===== config.mk =====
export PLATFORM = sky130hd
export DESIGN_NAME = memory_unit
export DESIGN_NICKNAME = d
export VERILOG_FILES = /design/src/rtl/memory_unit_pkg.sv /design/src/rtl/memory_unit_csr_counters.sv /design/src/rtl/memory_unit.sv
export SDC_FILE = /design/constraint.sdc
export NUM_CORES = 1
export LEC_CHECK = 0
export CAP_MARGIN = 20
export CORE_ASPECT_RATIO = 1.1
export CORE_MARGIN = 2
export CORE_UTILIZATION = 43
export CTS_BUF_LIST = sky130_fd_sc_hd__clkbuf_16
export CTS_CLUSTER_DIAMETER = 80
export DETAILED_ROUTE_END_ITERATION = 10
export GPL_TIMING_DRIVEN = 1
export PLACE_DENSITY = 0.84
export SLEW_MARGIN = 0
export SYNTH_ARGS = -nofsm -noshare
export SYNTH_HDL_FRONTEND = slang
export SYNTH_HIERARCHICAL = 1
export SYNTH_SLANG_ARGS = --single-unit

===== constraint.sdc =====
create_clock -name clk_i -period 3.96 [get_ports clk_i]
set_input_delay 0.792 -clock clk_i [delete_from_list [all_inputs] [get_ports clk_i]]
set_output_delay 0.792 -clock clk_i [all_outputs]
set_load 0.005 [all_outputs]

===== src/rtl/memory_unit_pkg.sv =====
`default_nettype none
// ============================================================================
// Module      : memory_unit_pkg
// Description : Shared constants for the memory stage: CSR counter addresses,
//               load/store funct3 encodings, the canonical NOP and the
//               load-data extraction helper.
// Revision    : 1.0 - initial release
// ============================================================================
package memory_unit_pkg;

    // ADD x0,x0,x0
    localparam logic [31:0] c_NOP = 32'h0000_0033;

    // Read-only counter CSRs
    localparam logic [11:0] c_CSR_CYCLE    = 12'hC00;
    localparam logic [11:0] c_CSR_TIME     = 12'hC01;
    localparam logic [11:0] c_CSR_INSTRET  = 12'hC02;
    localparam logic [11:0] c_CSR_CYCLEH   = 12'hC80;
    localparam logic [11:0] c_CSR_TIMEH    = 12'hC81;
    localparam logic [11:0] c_CSR_INSTRETH = 12'hC82;

    // Load/store width encodings
    localparam logic [2:0] c_F3_B  = 3'b000;
    localparam logic [2:0] c_F3_H  = 3'b001;
    localparam logic [2:0] c_F3_W  = 3'b010;
    localparam logic [2:0] c_F3_BU = 3'b100;
    localparam logic [2:0] c_F3_HU = 3'b101;

    // Pick the byte/half addressed by the low address bits and extend it.
    // Halves use only off[1], so misaligned halves silently truncate.
    function automatic logic [31:0] f_load_extract(
        input logic [31:0] mdata,
        input logic [1:0]  off,
        input logic [2:0]  f3
    );
        logic [7:0]  v_byte;
        logic [15:0] v_half;
        logic [31:0] v_res;
        case (off)
            2'd0:    v_byte = mdata[7:0];
            2'd1:    v_byte = mdata[15:8];
            2'd2:    v_byte = mdata[23:16];
            default: v_byte = mdata[31:24];
        endcase
        v_half = off[1] ? mdata[31:16] : mdata[15:0];
        case (f3)
            c_F3_B:  v_res = {{24{v_byte[7]}}, v_byte};
            c_F3_H:  v_res = {{16{v_half[15]}}, v_half};
            c_F3_BU: v_res = {24'd0, v_byte};
            c_F3_HU: v_res = {16'd0, v_half};
            default: v_res = mdata;
        endcase
        return v_res;
    endfunction

endpackage
`default_nettype wire


===== src/rtl/memory_unit_csr_counters.sv =====
`default_nettype none
// ============================================================================
// Module      : csr_counters
// Description : 64-bit cycle and instret counters with the read-only CSR
//               read mux. Reads return the value before this edge's update.
// Revision    : 1.0 - initial release
// ============================================================================
module csr_counters
    import memory_unit_pkg::*;
(
    input  logic        clk_i,
    input  logic        reset_i,
    input  logic        i_retire,
    input  logic [11:0] i_csr_id,
    output logic [31:0] o_rdata
);

    logic [63:0] r_cycle;
    logic [63:0] r_instret;

    // Free-running cycle counter and retirement counter, both wrap naturally
    always_ff @(posedge clk_i or posedge reset_i) begin
        if (reset_i) begin
            r_cycle   <= 64'd0;
            r_instret <= 64'd0;
        end else begin
            r_cycle <= r_cycle + 64'd1;
            if (i_retire) begin
                r_instret <= r_instret + 64'd1;
            end
        end
    end

    // CSR read mux; unknown addresses read as zero
    always_comb begin
        o_rdata = 32'd0;
        case (i_csr_id)
            c_CSR_CYCLE, c_CSR_TIME:   o_rdata = r_cycle[31:0];
            c_CSR_CYCLEH, c_CSR_TIMEH: o_rdata = r_cycle[63:32];
            c_CSR_INSTRET:             o_rdata = r_instret[31:0];
            c_CSR_INSTRETH:            o_rdata = r_instret[63:32];
            default:                   o_rdata = 32'd0;
        endcase
    end

endmodule
`default_nettype wire


===== src/rtl/memory_unit.sv =====
`default_nettype none
// ============================================================================
// Module      : memory_unit
// Description : Pipeline memory stage. Forms the data-memory store strobe,
//               extracts load data, muxes the writeback value and holds the
//               MW pipeline register with stall/flush handling.
// Revision    : 1.0 - initial release
// ============================================================================
module memory_unit
    import memory_unit_pkg::*;
#(
    parameter bit RETIRE_NOP = 1'b0
) (
    input  logic        clk_i,
    input  logic        reset_i,
    input  logic        M_stall_i,
    input  logic        W_flush_i,
    input  logic [31:0] EM_PC_i,
    input  logic [31:0] EM_instr_i,
    input  logic        EM_nop_i,
    input  logic        EM_isLoad_i,
    input  logic        EM_isStore_i,
    input  logic        EM_isCSR_i,
    input  logic [5:0]  EM_rdId_i,
    input  logic [11:0] EM_csrId_i,
    input  logic [31:0] EM_rs2_i,
    input  logic [2:0]  EM_funct3_i,
    input  logic [31:0] EM_Eresult_i,
    input  logic [31:0] EM_addr_i,
    input  logic [31:0] EM_Mdata_i,
    input  logic        EM_wbEnable_i,
    output logic [31:0] DMemWAddr_o,
    output logic [31:0] DMemWData_o,
    output logic [3:0]  DMemWMask_o,
    output logic [31:0] MW_PC_o,
    output logic [31:0] MW_instr_o,
    output logic        MW_nop_o,
    output logic [5:0]  MW_rdId_o,
    output logic [31:0] MW_wbData_o,
    output logic        MW_wbEnable_o
);

    logic        w_retire;
    logic [31:0] w_csr_rdata;
    logic [31:0] w_wb_data;
    logic [3:0]  w_mask;
    logic [31:0] w_wdata;

    logic [31:0] r_pc;
    logic [31:0] r_instr;
    logic        r_nop;
    logic [5:0]  r_rd;
    logic [31:0] r_wb;
    logic        r_we;

    // A flushed or stalled slot never counts as retired
    assign w_retire = !M_stall_i && !W_flush_i && (!EM_nop_i || RETIRE_NOP);

    csr_counters u_csr (
        .clk_i    (clk_i),
        .reset_i  (reset_i),
        .i_retire (w_retire),
        .i_csr_id (EM_csrId_i),
        .o_rdata  (w_csr_rdata)
    );

    // Writeback source priority: load, then CSR, then execute result
    always_comb begin
        w_wb_data = EM_Eresult_i;
        if (EM_isLoad_i) begin
            w_wb_data = f_load_extract(EM_Mdata_i, EM_addr_i[1:0], EM_funct3_i);
        end else if (EM_isCSR_i) begin
            w_wb_data = w_csr_rdata;
        end
    end

    // Store lane strobe and replicated write data; strobe gated off by stall/reset
    always_comb begin
        w_mask  = 4'b0000;
        w_wdata = EM_rs2_i;
        case (EM_funct3_i)
            c_F3_B: begin
                w_mask  = 4'b0001 << EM_addr_i[1:0];
                w_wdata = {4{EM_rs2_i[7:0]}};
            end
            c_F3_H: begin
                w_mask  = EM_addr_i[1] ? 4'b1100 : 4'b0011;
                w_wdata = {2{EM_rs2_i[15:0]}};
            end
            c_F3_W: begin
                w_mask  = 4'b1111;
            end
            default: begin
                w_mask  = 4'b0000;
            end
        endcase
        if (!EM_isStore_i || M_stall_i || reset_i) begin
            w_mask = 4'b0000;
        end
    end

    assign DMemWAddr_o = {EM_addr_i[31:2], 2'b00};
    assign DMemWData_o = w_wdata;
    assign DMemWMask_o = w_mask;

    // MW pipeline register: flush inserts a bubble even when stalled
    always_ff @(posedge clk_i or posedge reset_i) begin
        if (reset_i) begin
            r_pc    <= 32'd0;
            r_instr <= c_NOP;
            r_nop   <= 1'b1;
            r_rd    <= 6'd0;
            r_wb    <= 32'd0;
            r_we    <= 1'b0;
        end else if (W_flush_i) begin
            r_pc    <= 32'd0;
            r_instr <= c_NOP;
            r_nop   <= 1'b1;
            r_rd    <= 6'd0;
            r_wb    <= 32'd0;
            r_we    <= 1'b0;
        end else if (!M_stall_i) begin
            r_pc    <= EM_PC_i;
            r_instr <= EM_instr_i;
            r_nop   <= EM_nop_i;
            r_rd    <= EM_rdId_i;
            r_wb    <= w_wb_data;
            r_we    <= EM_wbEnable_i && (EM_rdId_i != 6'd0);
        end
    end

    assign MW_PC_o       = r_pc;
    assign MW_instr_o    = r_instr;
    assign MW_nop_o      = r_nop;
    assign MW_rdId_o     = r_rd;
    assign MW_wbData_o   = r_wb;
    assign MW_wbEnable_o = r_we;

endmodule
`default_nettype wire


# Word level (Yosys, flattened, before mapping)
# Cells that the tools add are included.
word_totals:
  regBits: 232
  latchBits: 0
  mem_bits_rw: 0
  romBits: 0
  inputBits: 222
  out_inout_bits: 172
  n_memories: 0
classes:
  add_sub_neg: 2
  mul: 0
  n_div: 0
  magnitude_cmp: 0
  eq_ne: 13
  n_shift: 1
  n_mux: 22
  bitwise: 0
  n_reduce_logical: 14
ops:
  columns: ["op", "n"]
  rows:
  - ["$mux W32", 8]
  - ["$pmux W32 S4", 2]
  - ["$add A64 B1 Y64 const B", 2]
  - ["$eq A12 B12 Y1 const B", 6]
  - ["$pmux W32 S2", 1]
  - ["$pmux W8 S3", 1]
  - ["$mux W16", 1]
  - ["$mux W6", 2]
  - ["$pmux W4 S3", 1]
  - ["$mux W4", 2]
  - ["$eq A3 B3 Y1 const B", 2]
  - ["$reduce_bool A6 Y1", 1]
  - ["$logic_not A1 Y1", 4]
  - ["$mux W1", 4]
  - ["$reduce_or A2 Y1", 2]
  - ["$shl A1 B2 Y4 const A", 1]
  - ["$eq A3 B1 Y1 const B", 1]
  - ["$eq A3 B2 Y1 const B", 1]
  - ["$logic_and A1 B1 Y1", 3]
  - ["$logic_not A3 Y1", 1]
  - ["$eq A2 B1 Y1 const B", 1]
  - ["$eq A2 B2 Y1 const B", 1]
  - ["$logic_not A2 Y1", 1]
  - ["$logic_or A1 B1 Y1", 2]
  - ["$ne A2 B1 Y1 const B", 1]

# Depth between registers and ports, before layout
# Gate-level depths: netlist (run 1).
logic_depth:
  depth_word: 7
  mapped_depth: 11

# Hierarchy
# The synthesis (run 1) kept the hierarchy.
modules_own_cells:
  columns: ["module", "n_inst", "cells_per_inst", "area_per_inst_um2", "seq_area_each_um2"]
  rows:
  - ["csr_counters", 1, 650, 6892.9, 3203.1]
  - ["memory_unit", 1, 571, 5866.9, 2608.8]

# Worst setup path after synthesis (run 1)
# OpenSTA, ideal clock, no wires.
synth_path:
  path_type: "input to register"
  start: "input port M_stall_i"
  end: "register u_csr.r_instret[40]"
  setup_time_ns: 0.123
  arrival_time_ns: 3.086
  slack_ns: 0.751
  stages: 10
  path_buffers: 4
  path_cell_list: "buf_2 > buf_2 > buf_4 > nor3_1 > nand4_2 > nor4_4 > and4_1 > buf_4 > nand3_2 > xnor2_1"
synth_between:
  elab_chain_cells: 3
synth_rtl:
  columns: ["element", "line_no", "rtl"]
  rows:
  - ["start: declaration", "memory_unit.sv:16", "input logic M_stall_i,"]
  - ["$logic_not A1 Y1", null, null]
  - ["$logic_and A1 B1 Y1 (2 in a row)", "memory_unit.sv:57", "assign w_retire = !M_stall_i && !W_flush_i && (!EM_nop_i || RETIRE_NOP);"]
  - ["named net w_retire", "memory_unit.sv:43", "logic w_retire;"]
  - ["end signal: assignment", "memory_unit_csr_counters.sv:29", "r_instret <= r_instret + 64'd1;"]
  - ["end: declaration", "memory_unit_csr_counters.sv:19", "logic [63:0] r_instret;"]
# The timed path passes the listed nets, and every way through them passes these cells.
# A chain may end at the register's enable or synchronous reset.

# Final worst setup path (run 1)
layout_path:
  start: "input port EM_funct3_i[1]"
  end: "output port DMemWData_o[8]"
layout_between:
  elab_chain_cells: 2
  elab_cells_between_ends: 3
layout_rtl:
  columns: ["element", "line_no", "rtl"]
  rows:
  - ["start: declaration", "memory_unit.sv:27", "input logic [2:0] EM_funct3_i,"]
  - ["$eq A3 B1 Y1 or $logic_not A3 Y1 (tied branches)", "memory_unit.sv:81", "case (EM_funct3_i)"]
  - ["$pmux W32 S2 (*)", "memory_unit.sv:81", null]
  - ["end: declaration", "memory_unit.sv:33", "output logic [31:0] DMemWData_o,"]
# Every way passes the cells marked *; elsewhere a longest branch is shown, timed or not.

==> results of run 1 <==
## metrics by stage
stage	hold WS, ps	cell area [um^2]	power [mW]	cells
finish	468	17100	6.02	1900
CTS	469	17100	6.04	1898
global placement	452	16200	3.40	1850
floorplan	441	12800	2.92	1222
detailed placement	460	16200	3.42	1850
global route	490	17100	6.22	1899
## power by group through the flow
stage          registers [mW]  logic (mW)  clock network, mW
2_1_floorplan            2.56       0.362                  0
3_3_place_gp             2.57       0.829                  0
3_5_place_dp             2.58       0.842                  0
4_1_cts                  2.53       0.849               2.65
5_1_grt                  2.54       0.904               2.77
6_report                 2.54       0.851               2.64
## worst register-to-register path, cell delays in order, from the launching register on
cell and delay [ps]:
dfrtp_1 460, and4_1 300, nand3_2 180, nor4_4 940, nand4_1 220, xnor2_1 190
## sequential cells by signal, indices dropped and copies added (netlist names)
signal	count
MW_PC_o	32
u_csr/r_cycle	64
MW_instr_o	32
MW_rdId_o	6
MW_nop_o	1
MW_wbEnable_o	1
u_csr/r_instret	64
MW_wbData_o	32
## area by class of cell
type,count,share of cell area
multi-input cells,868,0.367
repair buffers,357,0.207
clock buffers,27,0.0395
clock inverters,21,0.0149
inverters,19,0.00453
well taps,374,0.0273
diodes,2,0.000292
flip-flops and latches,232,0.340
## cells by family (layout without fill, tap and decap cells)
group,count (synthesis),after routing
buf+inv,122,424
other cells,1,4
simple gates,426,426
xor+xnor,125,125
compound gates,117,117
fa+ha+maj,2,2
mux,196,196
flops,232,232
## per-layer routing
metal  GRT usage  part of all wire  wire length, um  up-vias
met1       0.382              0.42            18700     5472
met5           0            0.0011               47        -
li1            -                 -                -     4908
met3      0.0608             0.088             3920      114
met4      0.0979             0.036             1590        8
met2       0.434              0.46            20500      639
## cells in the mapped netlist (3+ instances only)
| master | count |
|---|---|
| mux2i_1 | 139 |
| inv_1 | 18 |
| nor3_2 | 7 |
| nor4_4 | 3 |
| nand4_2 | 4 |
| nand2_1 | 79 |
| buf_4 | 45 |
| o22ai_1 | 32 |
| xnor2_1 | 76 |
| and2_0 | 3 |
| nor3_1 | 28 |
| o21ai_0 | 4 |
| and3_1 | 13 |
| nor4_1 | 6 |
| clkbuf_1 | 27 |
| nor4_2 | 4 |
| nor2_1 | 126 |
| o221ai_1 | 7 |
| o41ai_1 | 6 |
| a21oi_1 | 16 |
| a211o_1 | 5 |
| mux2_2 | 56 |
| buf_2 | 26 |
| a221oi_1 | 8 |
| or3_1 | 4 |
| dfrtp_1 | 227 |
| and4_1 | 18 |
| xor2_1 | 49 |
| and2_1 | 3 |
| a22oi_1 | 30 |
| nand3_1 | 68 |
| dfstp_2 | 5 |
| nand4_1 | 35 |
| nand3_2 | 6 |
## worst paths after layout
check                                      startpoint                              end  slack (ps)  cells past startpoint
setup / recovery                       EM_funct3_i[1]                   DMemWData_o[8]         310                      4
hold / removal                   MW_nop_o$_DFFE_PP1P_             MW_nop_o$_DFFE_PP1P_         470                      2
setup reg to reg           u_csr/r_cycle[8]$_DFF_PP0_      u_csr/r_cycle[47]$_DFF_PP0_        1560                      5
hold reg to reg                  MW_nop_o$_DFFE_PP1P_             MW_nop_o$_DFFE_PP1P_         470                      2
max in group asynchronous                     reset_i             MW_nop_o$_DFFE_PP1P_        2320                      3
min in group asynchronous                     reset_i  u_csr/r_instret[34]$_DFFE_PP0P_         820                      2
==> impl_results.md, run 1 <==
- Sequential fraction of design power: 0.421
- Mux share of post-synthesis cell area: 0.160
- Crit share post-route: 0.922
- Post-synthesis cell type count: 62
- Slew @ Worst Pin: 1010 ps
- Width of the chip: 168 um
- Setup TNS: 0 ps
- Cell count after synthesis: 1221
- Clock Tree Root: clkbuf_16
- # DRC: 0
- Htree depth: 1
- Final net count: 1728
- Post-synthesis simple-gate area fraction: 0.179
- Initial antenna violation count: 7
- Initial DRC count: 1294
- Tmin final: 3650 ps
- GRT Total Usage: 0.278
- Sw frac: 0.243
- Pin count of the biggest net entering global routing: 81
- Die area: 31100 um^2
- Fin util: 0.582
- Slew Limit Headroom: 0.322
- Die height: 185 um
- Synth Area in Adders: 0.00196
- Register bit total from synthesis: 232
- Main synth FF type: dfrtp_1
- Post-Route WL: 44800 um
- Worst min-delay path category: reg -> reg
- Initial Utilization: 0.434
- Vias: 11100
- # fillers: 2465
- Power per cell area: 352 nW/um^2
- Combinational Power Share: 0.141
- Vias per inst: 5.86
- GP Congestion: 0.947
- Critical Path AT: 2860 ps
- Compound-cell area share of the yosys netlist: 0.0648
- Leakage Power: 7.57 nW
- First-pass iteration count of the detailed router: 6
- XOR/XNOR Fraction of Synth Area: 0.0858
- Place WS: 366 ps
- I/O pins: 394
- CP peak stage delay: 620 ps
- Final Hold Viols: 0
- Sequential fraction of the synthesis area: 0.455
- Syn_area_per_cell: 10.5 um^2
- CTS Buffer Depth: 3
- Final Setup Violations: 0
- Maximum clock rate: 0.274 GHz
- Wire per inst: 23.6 um
- Internal: 4.56 mW
- Yosys synthesis warning count: 6
- TritonCTS Buffers: 26
- Worst path most repeated cell: clkdlybuf4s50_1
- Setup crit end kind: output port
- Crit-path cells: clkdlybuf4s50_1, nor3_4, mux2_2, clkdlybuf4s50_1
- Vias in the first global route: 10800
- Commonest non-fill, non-tap cell in the layout: clkdlybuf4s50_1
- Synthesized area: 12800 um^2
- GR Overflow Total: 0
- # clock sinks: 232
- Setup Skew: 16.1 ps
- Slowest cell on crit path: clkdlybuf4s50_1
- Global-route wire length before repair: 66100 um
- Placement Rows: 66
- Routed Antenna Nets: 0
- Required time of the critical path: 3170 ps
- Max_cap viols: 0
- RSZ-0062 raised after global routing: no
- Worst-path clk slew: 60 ps
- Post-synth EDFFs: 0
- Post-synth top area cell: dfrtp_1
- # resized after CTS: 0
- Worst path top cell family by delay: buffers and inverters
- WS Path Type: in -> out
- Post-DP HPWL: 34400 um
- Hold bufs inserted after CTS: 0
- Layout cells sized above 1: 0.114
- Slew Limit Fails: 0
- Synth top area cells: dfrtp_1 45%, mux2i_1 11%, xnor2_1 5.2%
- Post-CTS Repair Setup Buffers: 0
- Psw: 1.47 mW
- Register Area: 5810 um^2
- Outcome: finished, final reports clean
- Clock network power share: 0.438
- Core ar.: 29400 um^2
- Port bufs: 331
- Max FO, Critical Path: 9
- Share of the synthesized area in the top cell type: 0.445
- Area of the multi-input gates: 6280 um^2
- Commonest non-fill, non-tap cells in the layout: 328 x clkdlybuf4s50_1, 227 x dfrtp_1, 139 x mux2i_1, 125 x nor2_1, 79 x nand2_1
- Synth async-reset ratio: 1.00
- Crit path buf inv count: 2
- Main combinational cell family by area after synthesis: simple AND/OR/NAND/NOR gates
- VDD IR max: 0.000293 V
- CTS tree: done
- Setup WS post-layout: 310 ps
- Later-pin clock latency in the skew report: 530 ps
- Startpoint types: primary input
- Area Overhead vs Synth: 34.1%
Note: power is estimated with default switching activity, not from simulation.
==> run 2: changes to the inputs <==
Settings changed: PLACE_DENSITY 0.84 to 0.83, SYNTH_HIERARCHICAL 1 to default.
==> impl_results.md, run 2 <==
- Cell count after synthesis: 1317
- Slowest cell on crit path: clkdlybuf4s50_1
- Fin cells: 1992
- Slew Limit Fails: 0
- Mux share of post-synthesis cell area: 0.129
- Clock Tree Root: clkbuf_16
- Area of the multi-input gates: 6360 um^2
- Initial DRC count: 1362
- Worst hold margin: 485 ps
- Initial antenna violation count: 0
- Vias per inst: 5.87
- Setup Skew: 26.6 ps
- VDD IR max: 0.000290 V
- CTS tree: done
- Final Hold Viols: 0
- Initial Utilization: 0.437
- Wire per inst: 23.0 um
- Critical Path AT: 2710 ps
- Layout cells sized above 1: 0.0717
- Post-CTS Repair Setup Buffers: 0
- Tmin final: 3500 ps
- Commonest non-fill, non-tap cell in the layout: clkdlybuf4s50_1
- Placed Cells: 1946
- Share of the synthesized area in the top cell type: 0.441
- Routed Antenna Nets: 0
- Leakage Power: 7.62 nW
- Later-pin clock latency in the skew report: 540 ps
- Area Overhead vs Synth: 32.7%
- XOR/XNOR Fraction of Synth Area: 0.0851
- Slew Limit Headroom: 0.343
- Max FO, Critical Path: 15
- Vias: 11700
- WS Path Type: in -> out
- CTS Buffer Depth: 3
- Syn_area_per_cell: 9.77 um^2
- Main synth FF type: dfrtp_1
- Final net count: 1824
- Compound-cell area share of the yosys netlist: 0.107
- GR Overflow Total: 0
- Synth cell count leaders: 227 x dfrtp_1, 155 x nor2_1, 144 x mux2i_1
- Core ar.: 29500 um^2
- Post-synth EDFFs: 0
- Sequential fraction of the synthesis area: 0.451
- Pin count of the biggest net entering global routing: 130
- Largest regs: u_csr.r_cycle x64, u_csr.r_instret x64
- ANT cells: 0
- GP Congestion: 0.983
- Worst R2R Setup Slack: 1370 ps
- Worst-path clk slew: 60 ps
- Register Area: 5810 um^2
- Die area: 31300 um^2
- Power per cell area: 327 nW/um^2
- Main combinational cell family by area after synthesis: simple AND/OR/NAND/NOR gates
- Commonest non-fill, non-tap cells in the layout: 328 x clkdlybuf4s50_1, 227 x dfrtp_1, 154 x nor2_1, 144 x mux2i_1, 87 x nand2_1
- Synth async-reset ratio: 1.00
- Most numerous cell in the Yosys netlist: dfrtp_1
- Synthesized area: 12900 um^2
- TritonCTS Buffers: 25
- Startpoint types: primary input
- Maximum clock rate: 0.286 GHz
- Setup TNS: 0 ps
- CP peak stage delay: 600 ps
- Post-DP HPWL: 35000 um
- Post-synthesis cell type count: 66
- Htree depth: 1
- First-pass iteration count of the detailed router: 6
- Synth top area cells: dfrtp_1 44%, mux2i_1 11%, xor2_1 4.8%
- Slew @ Worst Pin: 986 ps
- Worst min-delay path category: reg -> reg
- GRT Total Usage: 0.287
- Synth Area in Adders: 0.00194
- Global-route wire length before repair: 68800 um
- Worst path top cell family by delay: buffers and inverters
- Die height: 185 um
- Required time of the critical path: 3170 ps
- Final Setup Violations: 0
- # clock sinks: 232
- Setup crit end kind: output port
- Max_cap viols: 0
- Placement Rows: 66
- Hold bufs inserted after CTS: 0
- RSZ-0062 raised after global routing: no
- Yosys synthesis warning count: 0
- Post-Route WL: 45900 um
- # fillers: 2410
- # DRC: 0
- Outcome: finished, final reports clean
- Crit path buf inv count: 3
- # resized after CTS: 0
- I/O pins: 394
- Final Power: 5.58 mW
- Port bufs: 331
- Register bit total from synthesis: 232
- Vias in the first global route: 11600
- Crit share post-route: 0.884
- Post-synthesis simple-gate area fraction: 0.170
- Post-synth top area cell: dfrtp_1
- Crit-path cells: clkdlybuf4s50_1, nor2b_1, buf_4, o21ai_1, nor2b_1, clkdlybuf4s50_1
- Width of the chip: 169 um
-- run 2: cell types whose count changed in the layout (fill, tap and decap cells not counted), sizes merged, moves of 20 or more --
cell,delta
a21oi,+45
a22oi,-23
mux2,-38
nand3,-33
nor2,+27
o21ai,+20
xnor2,-21
xor2,+21
-- run 2: metrics by stage --
stage               setup WS (ps)  cell area (um^2)  utilization
global placement              563             16400        0.555
global route                  385             17100        0.579
finish                        457             17100        0.579
detailed placement            508             16400        0.555
floorplan                     136             12900            -
CTS                           490             17100        0.579
-- run 2: final timing paths --
path | startpoint | to | cells past startpoint
hold reg to reg | MW_nop_o$_DFFE_PP1P_ | MW_nop_o$_DFFE_PP1P_ | 2
max in group asynchronous | reset_i | u_csr.r_instret[11]$_DFFE_PP0P_ | 3
setup / recovery | EM_addr_i[0] | DMemWMask_o[0] | 6
hold / removal | MW_nop_o$_DFFE_PP1P_ | MW_nop_o$_DFFE_PP1P_ | 2
min in group asynchronous | reset_i | MW_rdId_o[1]$_DFFE_PP0P_ | 2
setup reg to reg | u_csr.r_cycle[10]$_DFF_PP0_ | u_csr.r_cycle[58]$_DFF_PP0_ | 6
-- run 2: layout make-up --
| class | count | share of cell area |
|---|---|---|
| clock inverters | 20 | 0.00549 |
| flip-flops and latches | 232 | 0.340 |
| repair buffers | 365 | 0.210 |
| inverters | 36 | 0.00813 |
| multi-input cells | 940 | 0.372 |
| well taps | 374 | 0.0274 |
| clock buffers | 25 | 0.0366 |
-- run 2: cell families after synthesis --
| logic type | after synthesis |
|---|---|
| buffers and inverters | 146 |
| flip-flops | 232 |
| XOR/XNOR | 125 |
| other | 1 |
| AND/OR/NAND/NOR | 447 |
| multiplexers | 163 |
| AO/OA/AOI/OAI | 201 |
| adder cells (fa/ha/maj) | 2 |
-- run 2: worst register-to-register path, cell delays in order, from the launching register on --
cell and delay [ps]:
dfrtp_1 450, nand4_1 260, nor4_1 610, nand4_1 350, buf_4 290, or3_1 390, xnor2_1 130
-- run 2: routing by layer --
layer	track usage	vias up	wire, um
met4	0.125	0	2220
li1	-	5195	-
met1	0.376	5646	18100
met2	0.453	698	20800
met3	0.0693	145	4820
met5	0	-	0
-- run 2: power by group --
group | total, mW | internal (mW) | switching (mW)
sequential | 2.55 | 2.46 | 0.0932
clock | 2.11 | 1.14 | 0.966
combinational | 0.925 | 0.496 | 0.428
